### config.mk
export PLATFORM = sky130hd
export DESIGN_NAME = ex_hazard_ctrl_flat
export DESIGN_NICKNAME = d
export VERILOG_FILES = /design/src/rtl/ex_hazard_ctrl_if.sv /design/src/rtl/ex_hazard_ctrl.sv /design/src/flat_wrapper.sv
export SDC_FILE = /design/constraint.sdc
export NUM_CORES = 1
export LEC_CHECK = 0
export CAP_MARGIN = 10
export CORE_ASPECT_RATIO = 1.5
export CORE_MARGIN = 2
export CORE_UTILIZATION = 41
export CTS_CLUSTER_SIZE = 14
export DETAILED_ROUTE_END_ITERATION = 8
export GPL_ROUTABILITY_DRIVEN = 0
export PLACE_DENSITY_LB_ADDON = 0.08
export SLEW_MARGIN = 20
export SYNTH_ARGS = -nofsm -noshare
export SYNTH_HDL_FRONTEND = slang
export SYNTH_SLANG_ARGS = --single-unit
### constraint.sdc
create_clock -name clk -period 5.5 [get_ports clk]
set_input_delay 1.1 -clock clk [delete_from_list [all_inputs] [get_ports clk]]
set_output_delay 1.1 -clock clk [all_outputs]
set_load 0.005 [all_outputs]
### src/rtl/ex_hazard_ctrl_if.sv
// Signal bundle between the pipeline datapath and the EX-stage hazard controller.
// The datapath (master) drives register ids and resolution flags; the controller (slave) returns selects and enables.
interface ex_hazard_ctrl_if #(
    parameter int CNT_W = 16
);
    logic [4:0]       rs_ID;
    logic [4:0]       rt_ID;
    logic [4:0]       rs_EX;
    logic [4:0]       rt_EX;
    logic             MemRead_EX;
    logic [4:0]       rtd_EX;
    logic             RegWrite_MEM;
    logic             RegWrite_WB;
    logic [4:0]       rtd_MEM;
    logic [4:0]       rtd_WB;
    logic             Branch_MEM;
    logic             Zero_MEM;
    logic             jump_MEM;
    logic             halt_req;
    logic [1:0]       ForwardA;
    logic [1:0]       ForwardB;
    logic             pc_en;
    logic [1:0]       pc_src;
    logic             if_id_en;
    logic             id_ex_bubble;
    logic             flush_if_id;
    logic             flush_id_ex;
    logic             flush_ex_mem;
    logic             halt_ack;
    logic [CNT_W-1:0] stall_cnt;
    logic [CNT_W-1:0] flush_cnt;

    modport master (
        output rs_ID, rt_ID, rs_EX, rt_EX, MemRead_EX, rtd_EX,
               RegWrite_MEM, RegWrite_WB, rtd_MEM, rtd_WB,
               Branch_MEM, Zero_MEM, jump_MEM, halt_req,
        input  ForwardA, ForwardB, pc_en, pc_src, if_id_en, id_ex_bubble,
               flush_if_id, flush_id_ex, flush_ex_mem, halt_ack, stall_cnt, flush_cnt
    );

    modport slave (
        input  rs_ID, rt_ID, rs_EX, rt_EX, MemRead_EX, rtd_EX,
               RegWrite_MEM, RegWrite_WB, rtd_MEM, rtd_WB,
               Branch_MEM, Zero_MEM, jump_MEM, halt_req,
        output ForwardA, ForwardB, pc_en, pc_src, if_id_en, id_ex_bubble,
               flush_if_id, flush_id_ex, flush_ex_mem, halt_ack, stall_cnt, flush_cnt
    );
endinterface

### src/rtl/ex_hazard_ctrl.sv
// EX-stage hazard controller: operand forwarding, load-use stall, MEM-resolved redirect/flush,
// halt/drain handshake for debug stepping, and saturating stall/flush event counters.
module ex_hazard_ctrl #(
    parameter int DRAIN_CYCLES = 3,
    parameter int CNT_W        = 16
) (
    input  logic          clk,
    input  logic          rst_n,
    ex_hazard_ctrl_if.slave hz
);
    localparam int DC_W = $clog2(DRAIN_CYCLES + 1);
    localparam logic [DC_W-1:0] DRAIN_LOAD = DC_W'(DRAIN_CYCLES);

    typedef enum logic [1:0] {RUN, DRAIN, HALTED} state_t;

    state_t           state;
    logic [DC_W-1:0]  drain_cnt;
    logic             halt_ack_q;
    logic [CNT_W-1:0] stall_cnt_q;
    logic [CNT_W-1:0] flush_cnt_q;

    logic             taken;
    logic             lu;
    logic             stall_run;
    logic             pc_en_c;
    logic             if_id_en_c;
    logic             bubble_c;
    logic [1:0]       pc_src_c;

    // MEM result is the younger producer, so its match is checked first.
    function automatic logic [1:0] fwd_sel(input logic [4:0] src,
                                           input logic mem_wr, input logic [4:0] mem_rd,
                                           input logic wb_wr,  input logic [4:0] wb_rd);
        if (mem_wr && mem_rd != 5'd0 && mem_rd == src)
            return 2'd2;
        else if (wb_wr && wb_rd != 5'd0 && wb_rd == src)
            return 2'd1;
        else
            return 2'd0;
    endfunction

    function automatic logic [CNT_W-1:0] sat_inc(input logic [CNT_W-1:0] c);
        return (&c) ? c : c + 1'b1;
    endfunction

    assign taken     = hz.jump_MEM | (hz.Branch_MEM & hz.Zero_MEM);
    assign lu        = hz.MemRead_EX && hz.rtd_EX != 5'd0 &&
                       (hz.rtd_EX == hz.rs_ID || hz.rtd_EX == hz.rt_ID);
    assign stall_run = (state == RUN) && lu && !taken;

    always_comb begin
        pc_src_c   = hz.jump_MEM ? 2'd2 : (taken ? 2'd1 : 2'd0);
        pc_en_c    = taken;
        if_id_en_c = 1'b0;
        bubble_c   = 1'b1;
        if (state == RUN) begin
            pc_en_c    = !stall_run;
            if_id_en_c = !stall_run;
            bubble_c   = stall_run;
        end
    end

    assign hz.ForwardA     = fwd_sel(hz.rs_EX, hz.RegWrite_MEM, hz.rtd_MEM, hz.RegWrite_WB, hz.rtd_WB);
    assign hz.ForwardB     = fwd_sel(hz.rt_EX, hz.RegWrite_MEM, hz.rtd_MEM, hz.RegWrite_WB, hz.rtd_WB);
    assign hz.pc_en        = pc_en_c;
    assign hz.pc_src       = pc_src_c;
    assign hz.if_id_en     = if_id_en_c;
    assign hz.id_ex_bubble = bubble_c;
    assign hz.flush_if_id  = taken;
    assign hz.flush_id_ex  = taken;
    assign hz.flush_ex_mem = taken;
    assign hz.halt_ack     = halt_ack_q;
    assign hz.stall_cnt    = stall_cnt_q;
    assign hz.flush_cnt    = flush_cnt_q;

    always_ff @(posedge clk or negedge rst_n) begin
        if (!rst_n) begin
            state       <= RUN;
            drain_cnt   <= '0;
            halt_ack_q  <= 1'b0;
            stall_cnt_q <= '0;
            flush_cnt_q <= '0;
        end else begin
            if (stall_run)
                stall_cnt_q <= sat_inc(stall_cnt_q);
            if (taken)
                flush_cnt_q <= sat_inc(flush_cnt_q);

            case (state)
                RUN: begin
                    if (hz.halt_req) begin
                        state     <= DRAIN;
                        drain_cnt <= DRAIN_LOAD;
                    end
                end
                DRAIN: begin
                    // Drain always completes so halt_ack is seen even if halt_req already dropped.
                    drain_cnt <= drain_cnt - 1'b1;
                    if (drain_cnt <= DC_W'(1)) begin
                        state      <= HALTED;
                        halt_ack_q <= 1'b1;
                    end
                end
                HALTED: begin
                    if (!hz.halt_req) begin
                        state      <= RUN;
                        halt_ack_q <= 1'b0;
                    end
                end
                default: begin
                    state      <= RUN;
                    halt_ack_q <= 1'b0;
                end
            endcase
        end
    end
endmodule

### src/flat_wrapper.sv
// flat-port wrapper written by rule: the top's interface ports become plain ports
module ex_hazard_ctrl_flat 
#(
    parameter int DRAIN_CYCLES = 3,
    parameter int CNT_W        = 16
)
  (clk, rst_n, hz_rs_ID, hz_rt_ID, hz_rs_EX, hz_rt_EX, hz_MemRead_EX, hz_rtd_EX, hz_RegWrite_MEM, hz_RegWrite_WB, hz_rtd_MEM, hz_rtd_WB, hz_Branch_MEM, hz_Zero_MEM, hz_jump_MEM, hz_halt_req, hz_ForwardA, hz_ForwardB, hz_pc_en, hz_pc_src, hz_if_id_en, hz_id_ex_bubble, hz_flush_if_id, hz_flush_id_ex, hz_flush_ex_mem, hz_halt_ack, hz_stall_cnt, hz_flush_cnt);
  ex_hazard_ctrl_if #(.CNT_W(CNT_W)) hz_i ();
  input  logic clk;
  input  logic rst_n;
  input wire logic [$bits(hz_i.rs_ID)-1:0] hz_rs_ID;
  input wire logic [$bits(hz_i.rt_ID)-1:0] hz_rt_ID;
  input wire logic [$bits(hz_i.rs_EX)-1:0] hz_rs_EX;
  input wire logic [$bits(hz_i.rt_EX)-1:0] hz_rt_EX;
  input wire logic [$bits(hz_i.MemRead_EX)-1:0] hz_MemRead_EX;
  input wire logic [$bits(hz_i.rtd_EX)-1:0] hz_rtd_EX;
  input wire logic [$bits(hz_i.RegWrite_MEM)-1:0] hz_RegWrite_MEM;
  input wire logic [$bits(hz_i.RegWrite_WB)-1:0] hz_RegWrite_WB;
  input wire logic [$bits(hz_i.rtd_MEM)-1:0] hz_rtd_MEM;
  input wire logic [$bits(hz_i.rtd_WB)-1:0] hz_rtd_WB;
  input wire logic [$bits(hz_i.Branch_MEM)-1:0] hz_Branch_MEM;
  input wire logic [$bits(hz_i.Zero_MEM)-1:0] hz_Zero_MEM;
  input wire logic [$bits(hz_i.jump_MEM)-1:0] hz_jump_MEM;
  input wire logic [$bits(hz_i.halt_req)-1:0] hz_halt_req;
  output wire logic [$bits(hz_i.ForwardA)-1:0] hz_ForwardA;
  output wire logic [$bits(hz_i.ForwardB)-1:0] hz_ForwardB;
  output wire logic [$bits(hz_i.pc_en)-1:0] hz_pc_en;
  output wire logic [$bits(hz_i.pc_src)-1:0] hz_pc_src;
  output wire logic [$bits(hz_i.if_id_en)-1:0] hz_if_id_en;
  output wire logic [$bits(hz_i.id_ex_bubble)-1:0] hz_id_ex_bubble;
  output wire logic [$bits(hz_i.flush_if_id)-1:0] hz_flush_if_id;
  output wire logic [$bits(hz_i.flush_id_ex)-1:0] hz_flush_id_ex;
  output wire logic [$bits(hz_i.flush_ex_mem)-1:0] hz_flush_ex_mem;
  output wire logic [$bits(hz_i.halt_ack)-1:0] hz_halt_ack;
  output wire logic [$bits(hz_i.stall_cnt)-1:0] hz_stall_cnt;
  output wire logic [$bits(hz_i.flush_cnt)-1:0] hz_flush_cnt;
  assign hz_i.rs_ID = hz_rs_ID;
  assign hz_i.rt_ID = hz_rt_ID;
  assign hz_i.rs_EX = hz_rs_EX;
  assign hz_i.rt_EX = hz_rt_EX;
  assign hz_i.MemRead_EX = hz_MemRead_EX;
  assign hz_i.rtd_EX = hz_rtd_EX;
  assign hz_i.RegWrite_MEM = hz_RegWrite_MEM;
  assign hz_i.RegWrite_WB = hz_RegWrite_WB;
  assign hz_i.rtd_MEM = hz_rtd_MEM;
  assign hz_i.rtd_WB = hz_rtd_WB;
  assign hz_i.Branch_MEM = hz_Branch_MEM;
  assign hz_i.Zero_MEM = hz_Zero_MEM;
  assign hz_i.jump_MEM = hz_jump_MEM;
  assign hz_i.halt_req = hz_halt_req;
  assign hz_ForwardA = hz_i.ForwardA;
  assign hz_ForwardB = hz_i.ForwardB;
  assign hz_pc_en = hz_i.pc_en;
  assign hz_pc_src = hz_i.pc_src;
  assign hz_if_id_en = hz_i.if_id_en;
  assign hz_id_ex_bubble = hz_i.id_ex_bubble;
  assign hz_flush_if_id = hz_i.flush_if_id;
  assign hz_flush_id_ex = hz_i.flush_id_ex;
  assign hz_flush_ex_mem = hz_i.flush_ex_mem;
  assign hz_halt_ack = hz_i.halt_ack;
  assign hz_stall_cnt = hz_i.stall_cnt;
  assign hz_flush_cnt = hz_i.flush_cnt;
  ex_hazard_ctrl #(.DRAIN_CYCLES(DRAIN_CYCLES), .CNT_W(CNT_W)) u_core (.clk(clk), .rst_n(rst_n), .hz(hz_i));
endmodule
**After elaboration in Yosys (flattened, before gate mapping)**

Cells that the tools add are included.

- Bits in registers: 37
- Input port bits: 44
- Output and inout bits: 45
- Logic and storage cells: 68

- Add/sub/neg operators: 3
- Order comparisons: 1
- Equal/unequal tests: 11
- Mux-type cells: 18
- Bitwise logic cells: 5
- Reduce and logical (&&, ||, !) cells: 25

Operators by type and width:

| kind | count |
|---|---|
| $add 16x1->16 const B | 2 |
| $reduce_and 16->1 | 2 |
| $eq 5x5->1 | 6 |
| $reduce_bool 5->1 | 3 |
| $mux 2 | 7 |
| $logic_and 1x1->1 | 10 |
| $mux 1 | 8 |
| $pmux 2 s3 | 1 |
| $reduce_and 2->1 | 3 |
| $reduce_and 3->1 | 2 |
| $ne 2x2->1 const B | 2 |
| $pmux 2 s2 | 1 |
| $not 1->1 | 3 |
| $pmux 1 s3 | 1 |
| $eq 2x1->1 const B | 1 |
| $eq 2x2->1 const B | 1 |
| $le 2x1->1 const B | 1 |
| $logic_not 1->1 | 2 |
| $logic_not 2->1 | 1 |
| $ne 2x1->1 const B | 1 |
| $reduce_bool 2->1 | 1 |
| $sub 2x1->2 const B | 1 |
| $and 1x1->1 | 1 |
| $logic_or 1x1->1 | 1 |
| $or 1x1->1 | 1 |

**Depth between registers and ports, before layout**

Gate-level depths: netlist of the first run.

- Depth after elaboration: 7
- Gate-level depth with buffers: 6
- Depth with buffers taken out: 6

**Worst setup path before layout of the first run**

Ideal clock, no wire load.

- Kind: input to output
- Start point: in hz_rtd_EX[0]
- End point: out hz_id_ex_bubble
- Arrival: 2.324 ns
- Path slack: 2.076 ns
- Stages: 5
- Path through: or4_1 o2111ai_2 inv_1 and2_4 nand2b_1

- Longest elaborated chain between the ends: 6
- Elaborated cells between the ends (all ways): 9
- Classes of those cells: eq/ne: 2; mux: 1; reduce/logical: 6

RTL lines:

| item | RTL line | text |
|---|---|---|
| from (decl) | flat_wrapper.sv:16 | `input wire logic [$bits(hz_i.rtd_EX)-1:0] hz_rtd_EX;` |
| $eq 5x5->1 / $reduce_bool 5->1 (equally long branches) | ex_hazard_ctrl.sv:48, ex_hazard_ctrl.sv:47 |  |
| $logic_or 1x1->1 / $logic_and 1x1->1 (equally long branches) | ex_hazard_ctrl.sv:48, ex_hazard_ctrl.sv:47 |  |
| $logic_and 1x1->1 * | ex_hazard_ctrl.sv:47 | `assign lu = hz.MemRead_EX && hz.rtd_EX != 5'd0 &&` |
| $logic_and 1x1->1 * (2 in series) | ex_hazard_ctrl.sv:49 | `assign stall_run = (state == RUN) && lu && !taken;` |
| $mux 1 * | ex_hazard_ctrl.sv:56 | `if (state == RUN) begin` |
| to (decl) | flat_wrapper.sv:30 | `output wire logic [$bits(hz_i.id_ex_bubble)-1:0] hz_id_ex_bubble;` |

Mark *: on every way between the ends. The rest lies on a longest branch, timed or not.

**Worst setup path after layout of the first run**

- Start point: in hz_rtd_EX[3]
- End point: out hz_if_id_en

- Longest elaborated chain between the ends: 7
- Elaborated cells between the ends (all ways): 10
- Classes of those cells: eq/ne: 2; mux: 1; reduce/logical: 7

RTL lines:

| item | RTL line | text |
|---|---|---|
| $eq 5x5->1 / $reduce_bool 5->1 (equally long branches) | ex_hazard_ctrl.sv:48, ex_hazard_ctrl.sv:47 |  |
| $logic_or 1x1->1 / $logic_and 1x1->1 (equally long branches) | ex_hazard_ctrl.sv:48, ex_hazard_ctrl.sv:47 |  |
| $logic_and 1x1->1 * | ex_hazard_ctrl.sv:47 |  |
| $logic_and 1x1->1 * (2 in series) | ex_hazard_ctrl.sv:49 |  |
| $logic_not 1->1 * | ex_hazard_ctrl.sv:58 | `if_id_en_c = !stall_run;` |
| $mux 1 * | ex_hazard_ctrl.sv:56 |  |
| to (decl) | flat_wrapper.sv:29 | `output wire logic [$bits(hz_i.if_id_en)-1:0] hz_if_id_en;` |

Marks and branches as above.

==> qor_table.md, run 1 <==
| Item | This run |
| --- | --- |
| Setup repair after global routing missed its margin | false |
| Kind of start point of the critical path | primary input |
| Data arrival time at the worst-slack endpoint | 3.38 ns |
| Drt first-iter violations | 44 |
| Number of non-filler instances in the completed layout | 388 |
| Setup_tns | 0 ns |
| Final critical delay including setup and external delays | 4.477 ns |
| PostCTS Resize Cnt | 0 |
| Library cell with the highest instance count after synthesis | xnor2_1 |
| Die Outline Area | 0.006095 sq mm |
| Antenna Violating Nets Remaining | 0 |
| Skew-Pair Late Insertion Delay | 0.29 ns |
| Skew final | 0.01232 ns |
| Sequential area share after synthesis | 41.25% |
| Count of maximum capacitance violations | 0 |
| Setup Viol. Count Final | 0 |
| Count of state elements after synthesis | 37 |
| Count of input and output buffers | 88 |
| Number of placement rows | 33 |
| Leakage power figure | 1.293 nW |
| Final design utilization | 61.56% |
| # IOs | 89 |
| Sequential standard cell area | 925.9 sq um |
| Crit path max fanout | 5 |
| Wirelength, routed | 5294 um |
| CTS tree | yes |
| Path class of the lowest-slack min-delay path | register to register |
| Avg Cell Area, Syn | 9.976 sq um |
| Critical path capture point type | primary output |
| Average detailed-routed wire length per instance | 13.64 um |
| Area of the multi-input gates | 0.001265 sq mm |
| Setup slack of the worst register-to-register path | 3.49 ns |
| Filler Cells Inserted | 491 |
| Residual overflow from global routing | 0 |
| Cell area after layout | 0.003304 sq mm |
| Synthesis-to-finish area growth | 47.21% |
| First-pass iteration count of the detailed router | 4 |
| Async S/R FF share, synth | 100.0% |
| Relative slew margins | 45.91% |
| Tcrit/Tclk final | 81.40% |
| Ant. Diodes | 0 |
| Worst min-delay path endpoint | u_core.drain_cnt[1]$_DFFE_PN0P_ |
| Overall die width | 64.42 um |
| Most numerous cell types in the synthesized netlist | 40 x xnor2_1, 37 x dfrtp_1, 19 x nand2_1, 18 x xor2_1, 17 x nand3_1 |
| Total Nets Final | 364 |
| Crit Path Category | primary input to primary output |
| Final Slew Violations | 0 |
| Peak Freq | 0.2234 GHz |
| Global Route met2 Usage | 32.47% |
| Most used flip-flop cell after synthesis | dfrtp_1 |
| Detailed-route vias per instance | 5.080 |
| Starting density of the core | 41.82% |
| Core area | 0.005368 sq mm |
| Synth Warn # | 0 |
| Count of flip-flops with a built-in enable after synthesis | 0 |
| Proportion of layout cells with a drive suffix above 1 | 7.547% |
| Number of distinct library cells after synthesis | 41 |
| Half-perimeter wire length of the detailed placement result | 4179 um |
| Maximum number of buffers from clock root to sink | 2 |
| Top cells by area in the synthesized netlist | dfrtp_1 41%, xnor2_1 16%, xor2_1 7.0%, nand4_1 4.2%, nand3_1 3.8% |
| Required time of the critical path | 4.40 ns |
| Most heavily used metal layer in global routing | met2 |
| Final hold vios | 0 |
| Worst vdd rail ir drop | 0.0001890 V |
| Setup fix buffers added after clock tree synthesis | 0 |
| Post-layout power | 0.9083 mW |
| Net count after synthesis | 272 |
| Worst hold path stage count | 1 |
| First-pass GRT wire length | 8542 um |
| Fraction of post-synthesis cell area in the top cell type by area | 41.25% |
| Overall track demand over capacity in global routing | 17.81% |
| Result of the run | completed |
| Clk sinks | 37 |
| H-tree depth | 2 |
| Beginning of the worst hold path | u_core.drain_cnt[1]$_DFFE_PN0P_ |
| DP Cell Count | 380 |
| Pre-CTS setup slack | 1.008 ns |
| Worst slew pin tran | 0.8113 ns |
| Number of buffers created by CTS | 5 |
| Startpoint of the lowest-slack register-to-register path | u_core.hz.flush_cnt[0]$_DFFE_PN0P_ |
| Synth area leader | dfrtp_1 |
| Via count of the first global-routing pass | 1909 |
| Post-place instance area | 0.003188 sq mm |
| Fin worst setup slack | 1.023 ns |
| Clock edge transition at the registers on the reported setup and hold paths | 0.08 ns |
| End of the worst register-to-register path | u_core.hz.flush_cnt[1]$_DFFE_PN0P_ |
| Number of antenna violations at the first check in global routing | 0 |
| Power density over cell area | 274.9 mW/mm^2 |
| Grt met1 use | 20.06% |
| Die extent in y | 94.62 um |
| Root Buffer Master | clkbuf_8 |
| # DRC | 0 |
| Depth of the most critical reg-to-reg path | 4 |
| Mapped Area | 0.002245 sq mm |
| Hold-fix buffers, CTS | 0 |
| Worst hold-check slack | 0.4958 ns |
| Overall via count from detail_route | 1971 |
| Maximum number of pins on one net before global-route repair | 38 |
| Met3 demand-to-capacity share in global routing | 4.172% |
| Instance count of the mapped netlist | 225 |
logic make-up (layout without fill, tap and decap cells):
family / Yosys count / in the layout / share of synthesized area [%]
buf+inv: 11 / 104 / 2.397
fa+ha+maj: 3 / 3 / 1.672
simple gates: 98 / 98 / 24.19
mux: 4 / 4 / 2.118
xor+xnor: 58 / 58 / 22.63
flops: 37 / 37 / 41.25
compound gates: 14 / 14 / 5.741
flip-flops by register name (all words and copies together) (netlist names):
signal and cells:
u_core.hz.flush_cnt 16, u_core.hz.stall_cnt 16, u_core.drain_cnt 2, u_core.state 2, u_core.hz.halt_ack 1
worst max-delay path by stage:
stage / from / endpoint / slack (ns) / cells after the start
6_report: hz_rtd_EX[3] / hz_if_id_en / 1.02 / 7
5_1_grt: hz_rtd_EX[3] / hz_if_id_en / 0.92 / 7
4_1_cts: hz_rtd_EX[0] / hz_if_id_en / 1.01 / 7
3_5_place_dp: hz_rtd_EX[0] / hz_if_id_en / 1.01 / 7
3_3_place_gp: hz_rtd_EX[0] / hz_if_id_en / 1.04 / 7
2_1_floorplan: hz_rtd_EX[0] / hz_id_ex_bubble / 2.08 / 5
layout make-up:
cell class | count | area share, %
multi-input cells | 177 | 38.28
flip-flops and latches | 37 | 28.02
clock buffers | 7 | 2.613
repair buffers | 89 | 26.73
well taps | 70 | 2.651
clock inverters | 1 | 0.9087
inverters | 7 | 0.7952
per-layer routing:
layer  vias to the layer above  part of all wire, %
met2                        69                   52
met4                         0                  1.4
met1                       919                   40
li1                        977                    -
met3                         6                  6.6
met5                         -                    0
critical path: stages:
cell	delay [ns]
clkdlybuf4s50_1	0.48
or4_1	0.54
o2111ai_2	0.33
inv_1	0.12
and2_4	0.19
nor3_2	0.09
clkdlybuf4s50_1	0.51
placed cells by master (no fill, tap or decap), types with 2 or more instances in the layout:
| master | n |
|---|---|
| a21oi_1 | 3 |
| and3_1 | 3 |
| clkbuf_8 | 6 |
| clkdlybuf4s50_1 | 87 |
| dfrtp_1 | 37 |
| ha_1 | 3 |
| inv_1 | 7 |
| mux2_1 | 2 |
| nand2_1 | 19 |
| nand2b_1 | 2 |
| nand3_1 | 17 |
| nand4_1 | 15 |
| nor2_1 | 15 |
| nor3_1 | 3 |
| nor3_2 | 2 |
| nor4_1 | 5 |
| o21ai_0 | 3 |
| o22ai_1 | 2 |
| or4_1 | 5 |
| xnor2_1 | 40 |
| xor2_1 | 18 |
power breakdown:
part	switching, mW	leakage [nW]	internal (mW)
Clock	0.0934	0.0585	0.148
Combinational	0.113	0.756	0.177
Sequential	0.0594	0.478	0.317
Total	0.266	1.29	0.642
No activity file was read; power rests on OpenSTA's default activity.
==> run 2, diff against run 1 <==
--- a/config.mk
+++ b/config.mk
@@ -8,7 +8,7 @@
 export CAP_MARGIN = 10
 export CORE_ASPECT_RATIO = 1.5
 export CORE_MARGIN = 2
-export CORE_UTILIZATION = 41
+export CORE_UTILIZATION = 39
 export CTS_CLUSTER_SIZE = 14
 export DETAILED_ROUTE_END_ITERATION = 8
 export GPL_ROUTABILITY_DRIVEN = 0
==> constraint.sdc (replaced) <==
create_clock -name clk -period 3.69 [get_ports clk]
set_input_delay 0.738 -clock clk [delete_from_list [all_inputs] [get_ports clk]]
set_output_delay 0.738 -clock clk [all_outputs]
set_load 0.005 [all_outputs]
==> run 2 against run 1 <==
Count of clock-buffer cells in the layout decreased by 1; non-clock buffer count up 6; flip-flop and latch count is the same; routed wire length is 4.6% higher; critical endpoint is now hz_ForwardB[0].
==> qor_table.md, run 2 (synthesized netlist as in run 1, its figures left out) <==
| Item | This run | vs previous |
| --- | --- | --- |
| Data arrival time at the worst-slack endpoint | 2.84 ns | -0.54 ns |
| Area of the multi-input gates | 0.001265 sq mm | unchanged |
| Wirelength, routed | 5538 um | +4.6% |
| Setup repair after global routing missed its margin | false |  |
| Core area | 0.005533 sq mm | +3.1% |
| Setup Viol. Count Final | 0 | unchanged |
| Average detailed-routed wire length per instance | 14.06 um | +3.0% |
| Largest stage delay, worst path | 0.56 ns | +0.02 ns |
| First-pass GRT wire length | 9108 um | +6.6% |
| Maximum number of pins on one net before global-route repair | 38 | unchanged |
| Total Nets Final | 370 | +1.6% |
| Routed met2 length | 2919 um | +5.6% |
| Antenna Violating Nets Remaining | 0 | unchanged |
| Final hold vios | 0 | unchanged |
| Count of maximum capacitance violations | 0 | unchanged |
| Setup fix buffers added after clock tree synthesis | 0 | unchanged |
| Path class of the lowest-slack min-delay path | register to register |  |
| Met3 Routed Length | 373 um | +7.2% |
| Number of buffers created by CTS | 5 | unchanged |
| Count of input and output buffers | 88 | unchanged |
| Tcrit/Tclk final | 96.91% |  |
| Half-perimeter wire length of the detailed placement result | 4395 um | +5.2% |
| Synthesis-to-finish area growth | 47.71% |  |
| Overall via count from detail_route | 2018 | +2.4% |
| Worst slew pin tran | 0.8380 ns | +0.02668 ns |
| Relative slew margins | 44.14% | -1.8 points |
| Overall track demand over capacity in global routing | 17.86% | +0.056 points |
| Clock edge transition at the registers on the reported setup and hold paths | 0.07 ns | about the same |
| Ant. Diodes | 0 | unchanged |
| Final design utilization | 59.93% | -1.6 points |
| Kind of start point of the critical path | primary input |  |
| Highest-count cells in the layout ignoring fill and taps | 87 x clkdlybuf4s50_1, 40 x xnor2_1, 37 x dfrtp_1 |  |
| Required time of the critical path | 2.95 ns | -1.45 ns |
| CTS tree | yes |  |
| Final Slew Violations | 0 | unchanged |
| Detailed-route vias per instance | 5.122 | +0.83% |
| Maximum number of buffers from clock root to sink | 2 | unchanged |
| Met1 routed wirelength after detailed routing | 2162 um | +2.7% |
| Crit path max fanout | 2 | -3 |
| Cell-by-cell trace of the critical path | clkdlybuf4s50_1 -> or4_1 -> o21ai_1 -> nor4_1 -> nor4_1 -> clkdlybuf4s50_1 |  |
| Most common cell after layout, fill and taps aside | clkdlybuf4s50_1 |  |
| Sequential standard cell area | 925.9 sq um | unchanged |
| First-pass iteration count of the detailed router | 4 | unchanged |
| PostCTS Resize Cnt | 0 | unchanged |
| Leakage power figure | 1.308 nW | +1.2% |
| # IOs | 89 | unchanged |
| Die extent in y | 96.92 um | +2.4% |
| Proportion of layout cells with a drive suffix above 1 | 9.259% | +1.7 points |
| Final critical delay including setup and external delays | 3.576 ns |  |
| Top routing layer used | met4 |  |
| Peak Freq | 0.2797 GHz |  |
| Starting density of the core | 40.57% | -1.2 points |
| Clk sinks | 37 | unchanged |
| Critical path capture point type | primary output |  |
| Root Buffer Master | clkbuf_8 |  |
| Overall die width | 65.95 um | +2.4% |
| Drt first-iter violations | 103 | +130% |
| Power density over cell area | 387.3 mW/mm^2 | +41% |
| Cell family contributing the most delay on the critical path | buffers and inverters |  |
| Filler Cells Inserted | 519 | +5.7% |
| Worst vdd rail ir drop | 0.0003990 V | +110% |
| Setup_tns | 0 ns | unchanged |
| Number of antenna violations at the first check in global routing | 0 | unchanged |
| Via count of the first global-routing pass | 2020 | +5.8% |
| CP bufs+invs | 2 | -1 |
| H-tree depth | 2 | unchanged |
| Standard cell with the maximum stage delay on the critical path | clkdlybuf4s50_1 |  |
| Result of the run | completed |  |
| Residual overflow from global routing | 0 | unchanged |
| Skew final | 0.01099 ns | -0.001326 ns |
| Skew-Pair Late Insertion Delay | 0.29 ns | about the same |
| # DRC | 0 | unchanged |
| Crit Path Category | primary input to primary output |  |
| Number of placement rows | 33 | unchanged |
| Hold-fix buffers, CTS | 0 | unchanged |
| Die Outline Area | 0.006391 sq mm | +4.9% |
[run 2: metal layers]
metal,up-vias,global-route usage [%]
met5,-,0
met4,0,5.181
met3,7,4.535
met2,70,31.70
met1,958,20.64
li1,983,-
[run 2: power by group]
part / internal, mW / switching [mW]
Clock: 0.131 / 0.144
Sequential: 0.472 / 0.0902
Combinational: 0.272 / 0.175
[run 2: area by class of cell]
| type | instances | area share (%) |
|---|---|---|
| multi-input combinational | 177 | 38.15 |
| tap | 70 | 2.642 |
| clock buffer | 6 | 2.189 |
| clock inverter | 2 | 0.3019 |
| timing repair buffer | 95 | 28.00 |
| sequential | 37 | 27.92 |
| inverter | 7 | 0.7925 |
[run 2: final timing paths]
| path | start | end | slack, ns | cells past startpoint |
|---|---|---|---|---|
| worst max-delay path | hz_rtd_MEM[0] | hz_ForwardB[0] | 0.11 | 6 |
| worst min-delay path | u_core.hz.halt_ack$_DFFE_PN0P_ | u_core.hz.halt_ack$_DFFE_PN0P_ | 0.49 | 2 |
| worst max register to register | u_core.hz.flush_cnt[1]$_DFFE_PN0P_ | u_core.hz.flush_cnt[1]$_DFFE_PN0P_ | 1.64 | 4 |
| worst min register to register | u_core.hz.halt_ack$_DFFE_PN0P_ | u_core.hz.halt_ack$_DFFE_PN0P_ | 0.49 | 2 |
| max in group asynchronous | rst_n | u_core.hz.stall_cnt[2]$_DFFE_PN0P_ | 2.60 | 1 |
| min in group asynchronous | rst_n | u_core.state[0]$_DFFE_PN0P_ | 0.55 | 1 |
[run 2: worst reg2reg max path, stage by stage, from the launching register on]
cell     delay, ns
dfrtp_1       0.48
ha_1          0.37
nand4_1       0.22
o41a_4        0.55
mux2_4        0.32
[run 2: stage by stage]
| step | hold slack [ns] | worst slack (ns) | power, mW | cells | cell area, sq um |
|---|---|---|---|---|---|
| floorplan | 0.4424 | 0.9898 | 0.7587 | 225 | 2245 |
| global placement | 0.4674 | 0.08208 | 1.008 | 386 | 3233 |
| detailed placement | 0.4777 | 0.05236 | 1.024 | 386 | 3233 |
| CTS | 0.4945 | 0.03753 | 1.302 | 394 | 3316 |
| global route | 0.5129 | 0.001577 | 1.362 | 394 | 3316 |
| finish | 0.4935 | 0.1142 | 1.284 | 394 | 3316 |
